--- config.mk ---
export PLATFORM = sky130hd
export DESIGN_NAME = ps2_key_controller
export DESIGN_NICKNAME = d
export VERILOG_FILES = /design/src/rtl/ps2_key_controller.sv
export SDC_FILE = /design/constraint.sdc
export NUM_CORES = 1
export LEC_CHECK = 0
export CAP_MARGIN = 20
export CELL_PAD_IN_SITES_DETAIL_PLACEMENT = 1
export CELL_PAD_IN_SITES_GLOBAL_PLACEMENT = 2
export CORE_AREA = 2 2 91 93
export CTS_CLUSTER_SIZE = 25
export DETAILED_ROUTE_END_ITERATION = 8
export DIE_AREA = 0 0 93 95
export PLACE_DENSITY = 0.8
export SYNTH_ARGS = -nofsm -noshare
export SYNTH_HDL_FRONTEND = slang
export SYNTH_SLANG_ARGS = --single-unit
export TNS_END_PERCENT = 100
--- constraint.sdc ---
create_clock -name clock50 -period 2.9 [get_ports clock50]
set_clock_uncertainty 0.15 [all_clocks]
set_input_delay 0.58 -clock clock50 [delete_from_list [all_inputs] [get_ports clock50]]
set_output_delay 0.58 -clock clock50 [all_outputs]
set_load 0.05 [all_outputs]
--- src/rtl/ps2_key_controller.sv ---
// PS/2 keyboard receiver: filtered ps2Clk, framed byte capture with parity/stop/timeout
// checks, E0/F0 prefix tracking and WASD/arrow held-key flags.
//
// Frame FSM
//   state   | meaning
//   IDLE    | waiting for a start bit (data=0 on a filtered falling edge)
//   DATA    | shifting in 8 data bits, LSB first
//   PARITY  | capturing the odd-parity bit
//   STOP    | capturing the stop bit, judging the frame
// Decode FSM
//   state   | meaning
//   NORMAL  | no prefix pending
//   EXT     | E0 seen, next code is extended
//   BRK     | F0 seen, next code is a release
//   EXT_BRK | E0 F0 seen, next code is an extended release
module ps2_key_controller #(
  parameter int FILTER_LEN = 8,
  parameter int TIMEOUT    = 50000
) (
  input  logic       clock50,
  input  logic       reset_n,
  input  logic       ps2Clk,
  input  logic       ps2Data,
  output logic [7:0] code,
  output logic       code_valid,
  output logic       is_break,
  output logic       is_ext,
  output logic       frame_err,
  output logic       w_pressed,
  output logic       a_pressed,
  output logic       s_pressed,
  output logic       d_pressed,
  output logic [3:0] bitcount
);

  localparam int FW = $clog2(FILTER_LEN + 1);
  localparam int TW = $clog2(TIMEOUT + 2);
  localparam logic [FW-1:0] FILT_MAX = FW'(FILTER_LEN - 1);
  localparam logic [TW-1:0] TO_MAX   = TW'(TIMEOUT);

  typedef enum logic [1:0] {IDLE, DATA, PARITY, STOP} frame_state_t;
  typedef enum logic [1:0] {NORMAL, EXT, BRK, EXT_BRK} dec_state_t;

  logic [1:0]    clk_sync;
  logic [1:0]    data_sync;
  logic          clk_filt;
  logic [FW-1:0] filt_cnt;
  logic          fall_edge;
  logic          data_s;

  frame_state_t  frame_state;
  logic [TW-1:0] timeout_cnt;
  logic [7:0]    shift_reg;
  logic          parity_bit;
  logic          stop_edge;
  logic          frame_good;
  logic          timed_out;

  dec_state_t    dec_state;
  logic          ev_brk;
  logic          ev_ext;
  logic          hit_w;
  logic          hit_a;
  logic          hit_s;
  logic          hit_d;

  assign data_s = data_sync[1];

  // Synchronizers idle high so reset release never looks like a falling edge.
  always_ff @(posedge clock50 or negedge reset_n) begin
    if (!reset_n) begin
      clk_sync  <= 2'b11;
      data_sync <= 2'b11;
      clk_filt  <= 1'b1;
      filt_cnt  <= '0;
      fall_edge <= 1'b0;
    end else begin
      clk_sync  <= {clk_sync[0], ps2Clk};
      data_sync <= {data_sync[0], ps2Data};
      fall_edge <= 1'b0;
      if (clk_sync[1] == clk_filt) begin
        filt_cnt <= '0;
      end else if (filt_cnt == FILT_MAX) begin
        clk_filt  <= clk_sync[1];
        filt_cnt  <= '0;
        fall_edge <= clk_filt;
      end else begin
        filt_cnt <= filt_cnt + FW'(1);
      end
    end
  end

  assign stop_edge  = (frame_state == STOP) && fall_edge;
  assign frame_good = stop_edge && data_s && (^{shift_reg, parity_bit});
  assign timed_out  = (frame_state != IDLE) && !fall_edge && (timeout_cnt == TO_MAX);

  always_ff @(posedge clock50 or negedge reset_n) begin
    if (!reset_n) begin
      frame_state <= IDLE;
      timeout_cnt <= '0;
      shift_reg   <= '0;
      parity_bit  <= 1'b0;
      bitcount    <= '0;
      frame_err   <= 1'b0;
    end else begin
      frame_err <= (stop_edge && !frame_good) || timed_out;

      if (frame_state == IDLE || fall_edge)
        timeout_cnt <= '0;
      else
        timeout_cnt <= timeout_cnt + TW'(1);

      if (timed_out) begin
        frame_state <= IDLE;
        bitcount    <= '0;
      end else if (fall_edge) begin
        case (frame_state)
          IDLE: begin
            if (!data_s) begin
              frame_state <= DATA;
              bitcount    <= 4'd1;
            end
          end
          DATA: begin
            shift_reg <= {data_s, shift_reg[7:1]};
            bitcount  <= bitcount + 4'd1;
            if (bitcount == 4'd8)
              frame_state <= PARITY;
          end
          PARITY: begin
            parity_bit  <= data_s;
            bitcount    <= bitcount + 4'd1;
            frame_state <= STOP;
          end
          STOP: begin
            frame_state <= IDLE;
            bitcount    <= '0;
          end
          default: begin
            frame_state <= IDLE;
            bitcount    <= '0;
          end
        endcase
      end
    end
  end

  assign ev_brk = (dec_state == BRK) || (dec_state == EXT_BRK);
  assign ev_ext = (dec_state == EXT) || (dec_state == EXT_BRK);
  assign hit_w  = ev_ext ? (shift_reg == 8'h75) : (shift_reg == 8'h1D);
  assign hit_a  = ev_ext ? (shift_reg == 8'h6B) : (shift_reg == 8'h1C);
  assign hit_s  = ev_ext ? (shift_reg == 8'h72) : (shift_reg == 8'h1B);
  assign hit_d  = ev_ext ? (shift_reg == 8'h74) : (shift_reg == 8'h23);

  // Decoding sees the byte in the stop-edge cycle so events land exactly one cycle later.
  always_ff @(posedge clock50 or negedge reset_n) begin
    if (!reset_n) begin
      dec_state  <= NORMAL;
      code       <= '0;
      code_valid <= 1'b0;
      is_break   <= 1'b0;
      is_ext     <= 1'b0;
      w_pressed  <= 1'b0;
      a_pressed  <= 1'b0;
      s_pressed  <= 1'b0;
      d_pressed  <= 1'b0;
    end else begin
      code_valid <= 1'b0;
      is_break   <= 1'b0;
      is_ext     <= 1'b0;
      if (frame_good) begin
        if (shift_reg == 8'hE0) begin
          if (dec_state == NORMAL)
            dec_state <= EXT;
        end else if (shift_reg == 8'hF0) begin
          if (dec_state == NORMAL)
            dec_state <= BRK;
          else if (dec_state == EXT)
            dec_state <= EXT_BRK;
        end else begin
          code       <= shift_reg;
          code_valid <= 1'b1;
          is_break   <= ev_brk;
          is_ext     <= ev_ext;
          dec_state  <= NORMAL;
          if (hit_w) w_pressed <= !ev_brk;
          if (hit_a) a_pressed <= !ev_brk;
          if (hit_s) s_pressed <= !ev_brk;
          if (hit_d) d_pressed <= !ev_brk;
        end
      end
    end
  end

endmodule
==> results.yml <==
cts:
  cts.path.max_buffers: 2
  cts.sinks: 59
  clock_latency_ns: 0.34
  cts_made_buffers: 9
  cts-root-buf: "clkbuf_8"
  cts_hold_buf: 0
  cts_resized: 0
  clkTransAtPathRegs_ns: 0.07
  post_cts_buffers: 0
  h-tree-depth: 3
  cts_tree: "done"
global_route:
  grt.overflow.total: 0
  grt_pass1_vias: 2120
  grt_pass1_wl_um: 10500
  grt_use_met2_pct: 24.5
  grt_antenna_before_repair: 0
  grt_max_degree: 35
  grt_busiest_layer: "met2"
  track_usage_pct: 15.5
  grt_util_met3_pct: 3.83
  met1_usage_pct: 20.6
hold_path:
  hp-class: "in2async"
timing:
  finalWorstSetupSlack_ns: 0.475
  relSlewSlack_pct: 57.0
  max_freq_mhz: 412
  fin_hold_ws_ns: 0.112
  setup_viol: 0
  tns_ns: 0
  worstMarginPinSlew_ns: 0.646
  report.final.slew_viol_count: 0
  hold_viol: 0
  fin_crit_sh_pct: 83.6
  rsz0062_at_grt: "no"
  period_minus_slack_ns: 2.42
drt:
  drtPass1Iterations: 4
  drc: 0
  drt-initial-drc-count: 71
  via_count: 2034
  via_per_inst: 5.05
  ant_nets: 0
  drt_wl_total_um: 6150
  wl_per_cell_um: 15.3
synth:
  synthCells: 267
  synth_area_um2: 2890
  synth_top_family_by_area: "simple AND/OR/NAND/NOR gates"
  synth_mux_area_share_pct: 6.50
  synth.avg_cell_area_um2: 10.8
  synthAdderAreaFrac_pct: 4.34
  synth.area.top_cells: "dfrtp_1 47%, mux2_2 4.7%, dfstp_2 4.6%"
  synth-simple-area-share_pct: 17.9
  synth_compound_area_share_pct: 8.67
  synth_edf_count: 0
  ys_ff_latch: 59
  synth.largest_area_cell: "dfrtp_1"
  syn-num-nets: 281
  synth_xor_xnor_area_share_pct: 7.11
  synthMostInstantiatedCell: "dfrtp_1"
  ys_types: 51
  ys_top_cells_by_count: "54 x dfrtp_1, 27 x nor2_1, 18 x nand2_1"
  ys_seq_area_share_pct: 51.4
  synth_warnings: 0
  synthDominantCellAreaShare_pct: 46.8
  synth_top_flop_cell: "dfrtp_1"
  synthArstFlopShare_pct: 100
layout:
  stdcell_count: 403
  area_growth_pct: 19.2
  multi_input_area_um2: 1280
  nFillCells: 888
  largest_reg_flops: 16
  drive_above_1_share_pct: 14.8
  nets: 307
  seq_area_um2: 1480
  diodes: 0
power_and_ir_drop:
  sequentialPowerShare_pct: 48.2
  p_sw_share_pct: 21.9
  total_power_mw: 1.82
  leakage_nw: 1.45
  p_int_mw: 1.42
  vdd_drop_max_v: 0.000314
  power_switching_mw: 0.398
  p_comb_share_pct: 4.2
  pwr_density_cell_nw_per_um2: 529
  clock_power_share_pct: 47.6
placed_design:
  hpwl_um: 4350
  pre_cts_slack_ns: 0.468
  numPortBuffers: 23
  gp_congestion: 0.764
  dp.cells: 387
floorplanning:
  rows: 33
  die_y_um: 95
  dieArea_um2: 8840
  initial_utilization_pct: 36.4
  core_area_um2: 7930
  num_io_pins: 24
  die_w_um: 93
setup_path:
  crit_path_end_kind: "flip-flop"
  worstSetupStartpointType: "flip-flop"
  reg2reg_depth: 4
  cp_max_fo: 15
  arrival_ns: 2.49
  worstPathRequired_ns: 2.97
  crit_type: "reg2reg"
run:
  drv_cap: 0
outcome:
  status: "complete, no violations"
==> through the flow <==
stage | utilization, % | cell area [um2]
after floorplan | - | 2890
after global placement | 40.5 | 3210
after detailed placement | 40.5 | 3210
after CTS | 43.4 | 3440
after global routing | 43.4 | 3440
final | 43.4 | 3440
==> final timing paths <==
path	start	end	slack, ns
min	reset_n	code[3]	0.11
max reg2reg	shift_reg[0]	code[1]	0.48
max in group asynchronous	reset_n	data_sync[1]	1.81
max	shift_reg[0]	code[1]	0.48
min reg2reg	clk_sync[0]	clk_sync[1]	0.21
min in group clock50	clk_sync[0]	clk_sync[1]	0.21
==> worst max-delay path, stage by stage (launching register included) <==
cell	delay, ns
dfrtp_1	0.49
or4b_1	0.54
o311a_1	0.34
mux2i_4	0.40
mux2_2	0.39
==> logic make-up (layout without fill, tap and decap cells) <==
kind of cell	Yosys count	after routing
buf+inv	26	57
fa+ha+maj	10	10
compound gates	38	38
flops	59	59
mux	16	16
xor+xnor	20	20
simple gates	98	98
==> power by group through the flow <==
stage	combinational, mW	sequential, mW	clock [mW]
finish	0.0764	0.876	0.865
global route	0.0868	0.880	0.921
CTS	0.0800	0.877	0.888
detailed placement	0.0800	0.891	0
global placement	0.0780	0.890	0
floorplan	0.0456	0.887	0
==> placed cells by master, fill, tap and decap left out, types with 10 or more instances in the layout <==
cell type	synthesis	layout
nor2_1	27	27
clkbuf_8	0	11
xor2_1	11	11
nand2_1	18	18
inv_1	15	15
a21oi_1	12	12
dfrtp_1	54	54
o21ai_0	12	12
ha_1	10	10
mux2_2	12	12
clkdlybuf4s50_1	0	22
==> routing by layer <==
| layer | part of all wire (%) | wire length, um |
|---|---|---|
| met2 | 48 | 2960 |
| met5 | 0 | 0 |
| met1 | 48 | 2920 |
| met3 | 2.7 | 165 |
| met4 | 1.6 | 99 |
==> final cells by class <==
| type | instances | share of cell area (%) |
|---|---|---|
| Timing Repair Buffer | 25 | 7.35 |
| Sequential cell | 59 | 43.1 |
| Clock buffer | 12 | 4.51 |
| Tap cell | 105 | 3.82 |
| Multi-Input combinational cell | 182 | 37.3 |
| Inverter | 16 | 1.75 |
| Clock inverter | 4 | 2.11 |
No activity file was read; power rests on OpenSTA's default activity.
